### src/rtl/mem_arbiter_if.sv
// mem_arbiter_if: processor fetch/data ports and memory port of mem_arbiter.
// slave is the arbiter side; master is the processor + memory side.
interface mem_arbiter_if;
  logic        iFReq;
  logic [31:0] iFAddr;
  logic        oFDone;
  logic        oFErr;
  logic [31:0] oFData;
  logic        iDReq;
  logic        iDWrite;
  logic [31:0] iDAddr;
  logic [31:0] iDData;
  logic        oDDone;
  logic        oDErr;
  logic [31:0] oDData;
  logic        oMemRead;
  logic        oMemWrite;
  logic [31:0] oMemAddr;
  logic [31:0] oMemData;
  logic [31:0] iMemData;

  modport slave (
    input  iFReq, iFAddr, iDReq, iDWrite, iDAddr, iDData, iMemData,
    output oFDone, oFErr, oFData, oDDone, oDErr, oDData,
    output oMemRead, oMemWrite, oMemAddr, oMemData
  );

  modport master (
    output iFReq, iFAddr, iDReq, iDWrite, iDAddr, iDData, iMemData,
    input  oFDone, oFErr, oFData, oDDone, oDErr, oDData,
    input  oMemRead, oMemWrite, oMemAddr, oMemData
  );
endinterface

### src/rtl/mem_arbiter.sv
// mem_arbiter: fetch/data arbiter + IDLE/ISSUE/CAPTURE/DONE memory sequencer.
// Define MEM_ARB_RR_EN for round-robin grant; default gives data priority.
module mem_arbiter #(
  parameter int MEM_WORDS = 1024
) (
  input logic          iClk,
  input logic          nRst,
  mem_arbiter_if.slave bus
);
  typedef enum logic [1:0] {
    IDLE, ISSUE, CAPTURE, DONE
  } state_t;

  localparam logic [32:0] LIMIT = 33'(4 * MEM_WORDS);

  state_t      r_state, w_state;
  logic        r_sel, w_sel;
  logic        r_we, w_we;
  logic        r_err, w_err;
  logic        r_mrd, w_mrd;
  logic        r_mwr, w_mwr;
  logic [31:0] r_maddr, w_maddr;
  logic [31:0] r_mdata, w_mdata;
  logic        r_fdone, w_fdone;
  logic        r_ferr, w_ferr;
  logic [31:0] r_fdata, w_fdata;
  logic        r_ddone, w_ddone;
  logic        r_derr, w_derr;
  logic [31:0] r_ddata, w_ddata;
  logic        w_gnt_d;
  logic        w_st;
  logic        w_ok;
  logic [31:0] w_addr;
  logic [31:0] w_cap;

`ifdef MEM_ARB_RR_EN
  logic r_last, w_last;
  // r_last: 1 = data granted last, 0 = fetch
  assign w_gnt_d = bus.iDReq & (~bus.iFReq | ~r_last);
`else
  assign w_gnt_d = bus.iDReq;
`endif

  assign w_addr = w_gnt_d ? bus.iDAddr : bus.iFAddr;
  assign w_st   = w_gnt_d & bus.iDWrite;
  assign w_ok   = (w_addr[1:0] == 2'b00) && ({1'b0, w_addr} < LIMIT);
  assign w_cap  = (r_err | r_we) ? 32'h0 : bus.iMemData;

  always_comb begin
    w_state = r_state;
    w_sel   = r_sel;
    w_we    = r_we;
    w_err   = r_err;
    w_mrd   = 1'b0;
    w_mwr   = 1'b0;
    w_maddr = r_maddr;
    w_mdata = r_mdata;
    w_fdone = 1'b0;
    w_ferr  = 1'b0;
    w_fdata = r_fdata;
    w_ddone = 1'b0;
    w_derr  = 1'b0;
    w_ddata = r_ddata;
`ifdef MEM_ARB_RR_EN
    w_last  = r_last;
`endif
    unique case (r_state)
      IDLE: begin
        if (bus.iFReq | bus.iDReq) begin
          w_sel = w_gnt_d;
          w_we  = w_st;
          w_err = ~w_ok;
`ifdef MEM_ARB_RR_EN
          w_last = w_gnt_d;
`endif
          if (w_ok) begin
            w_state = ISSUE;
            w_maddr = w_addr;
            w_mdata = w_st ? bus.iDData : 32'h0;
            w_mrd   = ~w_st;
            w_mwr   = w_st;
          end else begin
            // rejected: no strobe, still one cycle before Done
            w_state = CAPTURE;
          end
        end
      end
      ISSUE: w_state = CAPTURE;
      CAPTURE: begin
        w_state = DONE;
        if (r_sel) begin
          w_ddone = 1'b1;
          w_derr  = r_err;
          w_ddata = w_cap;
        end else begin
          w_fdone = 1'b1;
          w_ferr  = r_err;
          w_fdata = w_cap;
        end
      end
      DONE: w_state = IDLE;
      default: w_state = IDLE;
    endcase
  end

  always_ff @(posedge iClk or negedge nRst) begin
    if (!nRst) begin
      r_state <= IDLE;
      r_sel   <= 1'b0;
      r_we    <= 1'b0;
      r_err   <= 1'b0;
      r_mrd   <= 1'b0;
      r_mwr   <= 1'b0;
      r_maddr <= 32'h0;
      r_mdata <= 32'h0;
      r_fdone <= 1'b0;
      r_ferr  <= 1'b0;
      r_fdata <= 32'h0;
      r_ddone <= 1'b0;
      r_derr  <= 1'b0;
      r_ddata <= 32'h0;
`ifdef MEM_ARB_RR_EN
      r_last  <= 1'b0;
`endif
    end else begin
      r_state <= w_state;
      r_sel   <= w_sel;
      r_we    <= w_we;
      r_err   <= w_err;
      r_mrd   <= w_mrd;
      r_mwr   <= w_mwr;
      r_maddr <= w_maddr;
      r_mdata <= w_mdata;
      r_fdone <= w_fdone;
      r_ferr  <= w_ferr;
      r_fdata <= w_fdata;
      r_ddone <= w_ddone;
      r_derr  <= w_derr;
      r_ddata <= w_ddata;
`ifdef MEM_ARB_RR_EN
      r_last  <= w_last;
`endif
    end
  end

  assign bus.oFDone    = r_fdone;
  assign bus.oFErr     = r_ferr;
  assign bus.oFData    = r_fdata;
  assign bus.oDDone    = r_ddone;
  assign bus.oDErr     = r_derr;
  assign bus.oDData    = r_ddata;
  assign bus.oMemRead  = r_mrd;
  assign bus.oMemWrite = r_mwr;
  assign bus.oMemAddr  = r_maddr;
  assign bus.oMemData  = r_mdata;
endmodule
### src/flat_wrapper.sv
// flat-port wrapper written by rule: the top's interface ports become plain ports
module mem_arbiter_flat 
#(
  parameter int MEM_WORDS = 1024
)
  (iClk, nRst, bus_iFReq, bus_iFAddr, bus_iDReq, bus_iDWrite, bus_iDAddr, bus_iDData, bus_iMemData, bus_oFDone, bus_oFErr, bus_oFData, bus_oDDone, bus_oDErr, bus_oDData, bus_oMemRead, bus_oMemWrite, bus_oMemAddr, bus_oMemData);
  mem_arbiter_if bus_i ();
  input logic iClk;
  input logic nRst;
  input wire logic [$bits(bus_i.iFReq)-1:0] bus_iFReq;
  input wire logic [$bits(bus_i.iFAddr)-1:0] bus_iFAddr;
  input wire logic [$bits(bus_i.iDReq)-1:0] bus_iDReq;
  input wire logic [$bits(bus_i.iDWrite)-1:0] bus_iDWrite;
  input wire logic [$bits(bus_i.iDAddr)-1:0] bus_iDAddr;
  input wire logic [$bits(bus_i.iDData)-1:0] bus_iDData;
  input wire logic [$bits(bus_i.iMemData)-1:0] bus_iMemData;
  output wire logic [$bits(bus_i.oFDone)-1:0] bus_oFDone;
  output wire logic [$bits(bus_i.oFErr)-1:0] bus_oFErr;
  output wire logic [$bits(bus_i.oFData)-1:0] bus_oFData;
  output wire logic [$bits(bus_i.oDDone)-1:0] bus_oDDone;
  output wire logic [$bits(bus_i.oDErr)-1:0] bus_oDErr;
  output wire logic [$bits(bus_i.oDData)-1:0] bus_oDData;
  output wire logic [$bits(bus_i.oMemRead)-1:0] bus_oMemRead;
  output wire logic [$bits(bus_i.oMemWrite)-1:0] bus_oMemWrite;
  output wire logic [$bits(bus_i.oMemAddr)-1:0] bus_oMemAddr;
  output wire logic [$bits(bus_i.oMemData)-1:0] bus_oMemData;
  assign bus_i.iFReq = bus_iFReq;
  assign bus_i.iFAddr = bus_iFAddr;
  assign bus_i.iDReq = bus_iDReq;
  assign bus_i.iDWrite = bus_iDWrite;
  assign bus_i.iDAddr = bus_iDAddr;
  assign bus_i.iDData = bus_iDData;
  assign bus_i.iMemData = bus_iMemData;
  assign bus_oFDone = bus_i.oFDone;
  assign bus_oFErr = bus_i.oFErr;
  assign bus_oFData = bus_i.oFData;
  assign bus_oDDone = bus_i.oDDone;
  assign bus_oDErr = bus_i.oDErr;
  assign bus_oDData = bus_i.oDData;
  assign bus_oMemRead = bus_i.oMemRead;
  assign bus_oMemWrite = bus_i.oMemWrite;
  assign bus_oMemAddr = bus_i.oMemAddr;
  assign bus_oMemData = bus_i.oMemData;
  mem_arbiter #(.MEM_WORDS(MEM_WORDS)) u_core (.iClk(iClk), .nRst(nRst), .bus(bus_i));
endmodule
### config.mk
export PLATFORM = sky130hd
export DESIGN_NAME = mem_arbiter_flat
export DESIGN_NICKNAME = d
export VERILOG_FILES = /design/src/rtl/mem_arbiter_if.sv /design/src/rtl/mem_arbiter.sv /design/src/flat_wrapper.sv
export SDC_FILE = /design/constraint.sdc
export NUM_CORES = 1
export LEC_CHECK = 0
export ABC_AREA = 1
export CAP_MARGIN = 10
export CORE_MARGIN = 3
export CORE_UTILIZATION = 40
export DETAILED_ROUTE_END_ITERATION = 10
export PLACE_DENSITY = 0.77
export SLEW_MARGIN = 20
export SYNTH_ARGS = -nofsm -noshare
export SYNTH_HDL_FRONTEND = slang
export SYNTH_SLANG_ARGS = --single-unit
export TNS_END_PERCENT = 1
### constraint.sdc
create_clock -name iClk -period 3.89 [get_ports iClk]
set_clock_uncertainty 0.1 [all_clocks]
set_input_delay 0.5835 -clock iClk [delete_from_list [all_inputs] [get_ports iClk]]
set_output_delay 0.5835 -clock iClk [all_outputs]
set_load 0.05 [all_outputs]
==> impl_metrics.toml, run 1 <==
[sta]
finalSetupTns_ns = 0
period_needed_ns = 2.46
setup-violations-final = 0
relSlewSlack_pct = 28.8
hold_violations = 0
drv_slew = 0
fin_crit_sh_pct = 63.2
fmax_mhz = 406
setup_ws_ns = 1.43
rsz0062_at_grt = "no"
worst_slew_pin_slew_ns = 1.06

[synth]
ys_warn_count = 0
synth_cell_types = 20
synthTopCellsByArea = "dfrtp_1, nand2_1, o21ai_0"
post-synth-top-area-cell = "dfrtp_1"
ys.flop_type = "dfrtp_1"
ys_seq_area_share_pct = 59.8
avgSynthCellArea_sq_um = 8.57
postSynth.asyncResetShare_pct = 100
syn-cell-area_sq_um = 5820
netlist_instances = 679
syn-num-nets = 814
synth_top_area_share_pct = 59.8
ys_ff_latch = 139
synth_edf_count = 0

[cts]
cts-resized-gates = 0
cts_buffer_depth = 2
cts_max_level = 4
path_clk_slew_ns = 0.06
cts_setup_buffers = 0
ctsHoldBuffers = 0
clk_latency_ns = 0.41
cts_tree = "done"
clock-root-buffer = "clkbuf_16"
clkSinkCount = 139
cts_buffers = 17

[placement]
place_inst = 1090
pre_cts_ws_ns = 1.01
gp_congestion = 0.825
portBuffers = 266
dp_hpwl_mm = 11.9

[layout]
nets = 1064
final_common_cell = "nand2_1"
antenna_cells = 0
fin_util_pct = 65.1
layout_common_cells = "nand2_1, clkdlybuf4s50_1, dfrtp_1"
area_growth_pct = 57.1
final_cell_count_no_fill = 1121
layout-drive-gt1-share_pct = 8.18

[critical_path]
rr_endpoint = "u_core.bus.oDData[10]"
cp_slowest_cell = "buf_4"
start_kind = "primary input"
crit_buf_inv = 3
worst_setup_path_end_kind = "register"
cp_max_fo = 66
required_ns = 4.13
reg2reg_from = "u_core.r_state[0]"
critPathKind = "in -> reg"
crit_end = "u_core.bus.oMemAddr[2]"
crit_family = "buffers and inverters"
slowest_delay_ns = 0.58
worstPathCellList = "clkdlybuf4s50_1 -> buf_4 -> nand2_1 -> nand2_1 -> nor2_1 -> nand3_1 -> nor2_4 -> nand3_2 -> buf_4 -> nand2_1 -> nand2_1"
crit_arrival_ns = 2.70
startpoint = "bus_iDReq"
cp.depth = 11
r2r_slack_ns = 1.83
cp_common_cell = "nand2_1"
r2r_cells = 4

[global_routing]
grt-ovfl-total = 0
grt_pass1_vias = 5355
track_usage_pct = 20.8
antenna_found_initial = 0
grt_pass1_wl_mm = 26.7
grt_max_degree = 78

[min_path]
hold_path_class = "in -> async"

[routing]
routed-via-count = 5365
drt_iter0_markers = 363
viasPerCell = 4.79
dr.pass1.iters = 4
wire_per_inst_um = 14.9
routed_wl_mm = 16.7
ant_nets = 0
drc = 0

[die]
rows = 43
io_pins = 267
die_area_sq_um = 16000
die_height_um = 127
coreArea_sq_um = 14000
initial_core_util_pct = 41.4
die_w_um = 127

[power]
ir_drop_v = 0.000298
p_per_area_nw_per_um2 = 562
leakage_nw = 4.45

[flow_run]
drv_cap = 0

[status]
status = "finished, final reports clean"
[per-layer routing]
metal / track usage [%] / up-vias / routed length (um)
li1: - / 2636 / -
met1: 26.4 / 2462 / 6990
met2: 33.6 / 239 / 7870
met3: 5.64 / 28 / 1360
met4: 9.15 / 0 / 443
met5: 0 / - / 0
[layout make-up]
class                           count  area, sq um
Fill cell                        1191         4900
Sequential cell                   139         3480
Timing Repair Buffer              274         2740
Multi-Input combinational cell    448         1960
Clock buffer                       18          439
Tap cell                          180          225
Inverter                           49          184
Clock inverter                     13          119
[registers in the layout (all words and copies together), names as in the netlist, 2 cells and up]
signal               flops
u_core.bus.oMemData     32
u_core.r_state           2
u_core.bus.oDData       32
u_core.bus.oMemAddr     32
u_core.bus.oFData       32
[through the flow]
stage / area (sq um) / power [mW] / hold WS [ns]
after floorplan: 5820 / 2.94 / 0.188
after global placement: 8580 / 3.64 / 0.349
after detailed placement: 8580 / 3.67 / 0.356
after CTS: 9140 / 5.19 / 0.118
after global routing: 9140 / 5.41 / 0.158
final: 9140 / 5.14 / 0.0871
[cell usage after synthesis, types with 3 or more instances]
| library cell | n |
|---|---|
| nand2_1 | 302 |
| dfrtp_1 | 139 |
| o21ai_0 | 67 |
| nand4_1 | 42 |
| inv_1 | 30 |
| clkbuf_1 | 24 |
| inv_2 | 19 |
| nor2_1 | 16 |
| buf_2 | 11 |
| nand2_2 | 10 |
| buf_6 | 4 |
| buf_4 | 3 |
| nand3_1 | 3 |
[cell families after synthesis]
logic type | share of synthesized area (%)
DFF | 59.8
buffers and inverters | 6.88
adders and majority gates | 0.430
AOI/OAI and AO/OA | 5.85
and+or+nand+nor | 27.0
[worst register-to-register path, delay by kind of cell, from the launching register on]
kind,cells,cell delay [ns]
buf+inv,1,0.06
fa+ha+maj,1,0.26
flops,1,0.36
simple gates,1,0.78
compound gates,1,0.32
[report_power, final]
| group | switching, mW | internal [mW] |
|---|---|---|
| combinational | 1.28 | 0.586 |
| sequential | 0.109 | 1.66 |
| clock | 0.605 | 0.894 |
[worst min path at each step]
stage	from	endpoint	slack (ns)	cells past startpoint
6_report	nRst	u_core.bus.oMemAddr[14]	0.09	1
5_1_grt	nRst	u_core.bus.oDData[5]	0.16	1
4_1_cts	nRst	u_core.bus.oDData[10]	0.12	1
3_5_place_dp	u_core.bus.oMemAddr[1]	u_core.bus.oMemAddr[1]	0.36	2
3_3_place_gp	u_core.bus.oMemAddr[0]	u_core.bus.oMemAddr[0]	0.35	2
2_1_floorplan	nRst	u_core.bus.oDData[0]	0.19	0
Power figures use the tool's default switching activity.
==> run 2, diff against run 1 <==
- clock period: 3.89 -> 2.3 ns (I/O delays scaled with it)
==> run 2 against run 1 <==
Net effect:
- non-clock buffer count up 10
- clock power is 76% higher
- hold slack better by 0.23 ns
- worst setup slack worse by 1.2 ns
- die area did not move
- sequential share of layout area is 0.73 points lower
- sequential power increased by 69%
- register-to-register slack got worse by 1.3 ns
- critical path depth fell by 10
- first-iteration DRC count decreased by 23%
- critical path type is now reg -> out
==> impl_metrics.toml, run 2 (same netlist as run 1, synthesis figures left out) <==
[status]
status = "finished, final reports clean"

[sta]
setup-violations-final = 0
finalSetupTns_ns = 0
period_needed_ns = 2.07
relSlewSlack_pct = 62.0
hold_violations = 0
worst_slew_pin_slew_ns = 0.568
fin_crit_sh_pct = 89.9
holdWs_ns = 0.320
rsz0062_at_grt = "no"
drv_slew = 0
fmax_mhz = 484

[critical_path]
rr_endpoint = "u_core.bus.oFData[9]"
crit_arrival_ns = 1.62
worstPathCellList = "clkdlybuf4s50_1"
crit_family = "buffers and inverters"
critPathKind = "reg -> out"
r2r_cells = 6
worst_setup_path_end_kind = "output pin"
crit_buf_inv = 1
slowest_delay_ns = 0.85
cp_max_fo = 2
required_ns = 1.86
r2r_slack_ns = 0.53
start_kind = "register"
reg2reg_from = "u_core.r_state[0]"
cp_slowest_cell = "clkdlybuf4s50_1"

[routing]
viasPerCell = 4.77
ant_nets = 0
routed-via-count = 5394
routed_wl_mm = 16.6
wire_per_inst_um = 14.7
drt_iter0_markers = 281
dr.pass1.iters = 4
drc = 0

[placement]
dp_hpwl_mm = 12.3
place_inst = 1099
portBuffers = 266
gp_congestion = 0.845

[cts]
clock-root-buffer = "clkbuf_16"
cts_buffer_depth = 2
cts_max_level = 4
cts_setup_buffers = 0
path_clk_slew_ns = 0.06
cts_tree = "done"
cts-resized-gates = 0
clk_latency_ns = 0.40
cts_buffers = 17
clkSinkCount = 139

[min_path]
hold_path_class = "in -> async"

[layout]
layout_common_cells = "nand2_1, clkdlybuf4s50_1, dfrtp_1"
layout-drive-gt1-share_pct = 9.03
fin_util_pct = 66.4
nets = 1074
fillers = 1141
antenna_cells = 0
final_cell_count_no_fill = 1132
final_common_cell = "nand2_1"
area_growth_pct = 60.2

[die]
io_pins = 267
die_w_um = 127
coreArea_sq_um = 14000
die_height_um = 127
die_area_sq_um = 16000
rows = 43
initial_core_util_pct = 41.4

[global_routing]
grt_pass1_wl_mm = 26.9
antenna_found_initial = 0
grt_pass1_vias = 5323
grt-ovfl-total = 0
grt_max_degree = 67
track_usage_pct = 21.0

[power]
p_per_area_nw_per_um2 = 951
pwr-share-seq_pct = 33.7
combPwrFrac_pct = 36.6
leakage_nw = 4.54
pwr-share-clk_pct = 29.7
p_sw_share_pct = 37.7
p_sw_mw = 3.34
intPower_mw = 5.52
ir_drop_v = 0.000528

[flow_run]
drv_cap = 0
## run 2: cell count changes in the layout (fill, tap and decap cells not counted), sizes merged
cell           change
clkbuf             +3
clkinv             -2
dlygate4sd3        +1
inv                -1
bufinv             +1
buf               +10
clkdlybuf4s50      -1
## run 2: worst register-to-register path: stages (launching register included)
cell	delay, ns
dfrtp_1	0.37
inv_1	0.08
ha_1	0.23
nand2_2	0.37
buf_12	0.33
nand2_1	0.08
o21ai_0	0.08
## run 2: cell type report
cell class | count | area [sq um] | area share, %
multi-input combinational | 448 | 1950 | 21.0
sequential | 139 | 3480 | 37.3
inverter | 49 | 184 | 1.97
timing repair buffer | 284 | 2900 | 31.1
clock buffer | 21 | 460 | 4.94
clock inverter | 11 | 119 | 1.28
tap | 180 | 225 | 2.42
## run 2: power by group through the flow
stage / Combinational [mW] / Sequential [mW] / Clock (mW)
2_1_floorplan: 0.903 / 4.07 / 0
5_1_grt: 3.48 / 3.04 / 2.83
3_5_place_dp: 3.27 / 3.03 / 0
6_report: 3.24 / 2.99 / 2.64
4_1_cts: 3.28 / 2.99 / 2.69
3_3_place_gp: 3.23 / 3.01 / 0
## run 2: layer usage
metal  share of wire [%]  up-vias  track usage (%)
li1                    -     2651                -
met1                  41     2473             26.1
met2                  49      244             34.3
met3                 8.3       26             6.40
met4                 2.5        0             8.52
met5                   0        -                0
## run 2: worst max path at each step
stage	cells after the start	endpoint	slack [ns]	startpoint
after global routing	12	u_core.bus.oMemData[8]	0.16	bus_iDReq
after floorplan	13	u_core.bus.oMemAddr[13]	0.44	bus_iDReq
after global placement	12	u_core.bus.oMemData[27]	-0.05	bus_iDReq
final	1	bus_oMemAddr[3]	0.23	u_core.bus.oMemAddr[3]
after detailed placement	12	u_core.bus.oMemData[23]	-0.09	bus_iDReq
after CTS	1	bus_oMemAddr[3]	0.22	u_core.bus.oMemAddr[3]
## run 2: through the flow
stage | cell area, sq um | total power, mW | worst slack, ns
final | 9320 | 8.87 | 0.233
after global routing | 9320 | 9.35 | 0.161
after CTS | 9320 | 8.96 | 0.216
after detailed placement | 8730 | 6.30 | -0.0937
after global placement | 8730 | 6.25 | -0.0479
after floorplan | 5820 | 4.98 | 0.439
## run 2: timing repair
action,in CTS,in global routing
setup endpoints to repair,0,0
endpoints found under the hold margin,41,0
hold buffers,1,0
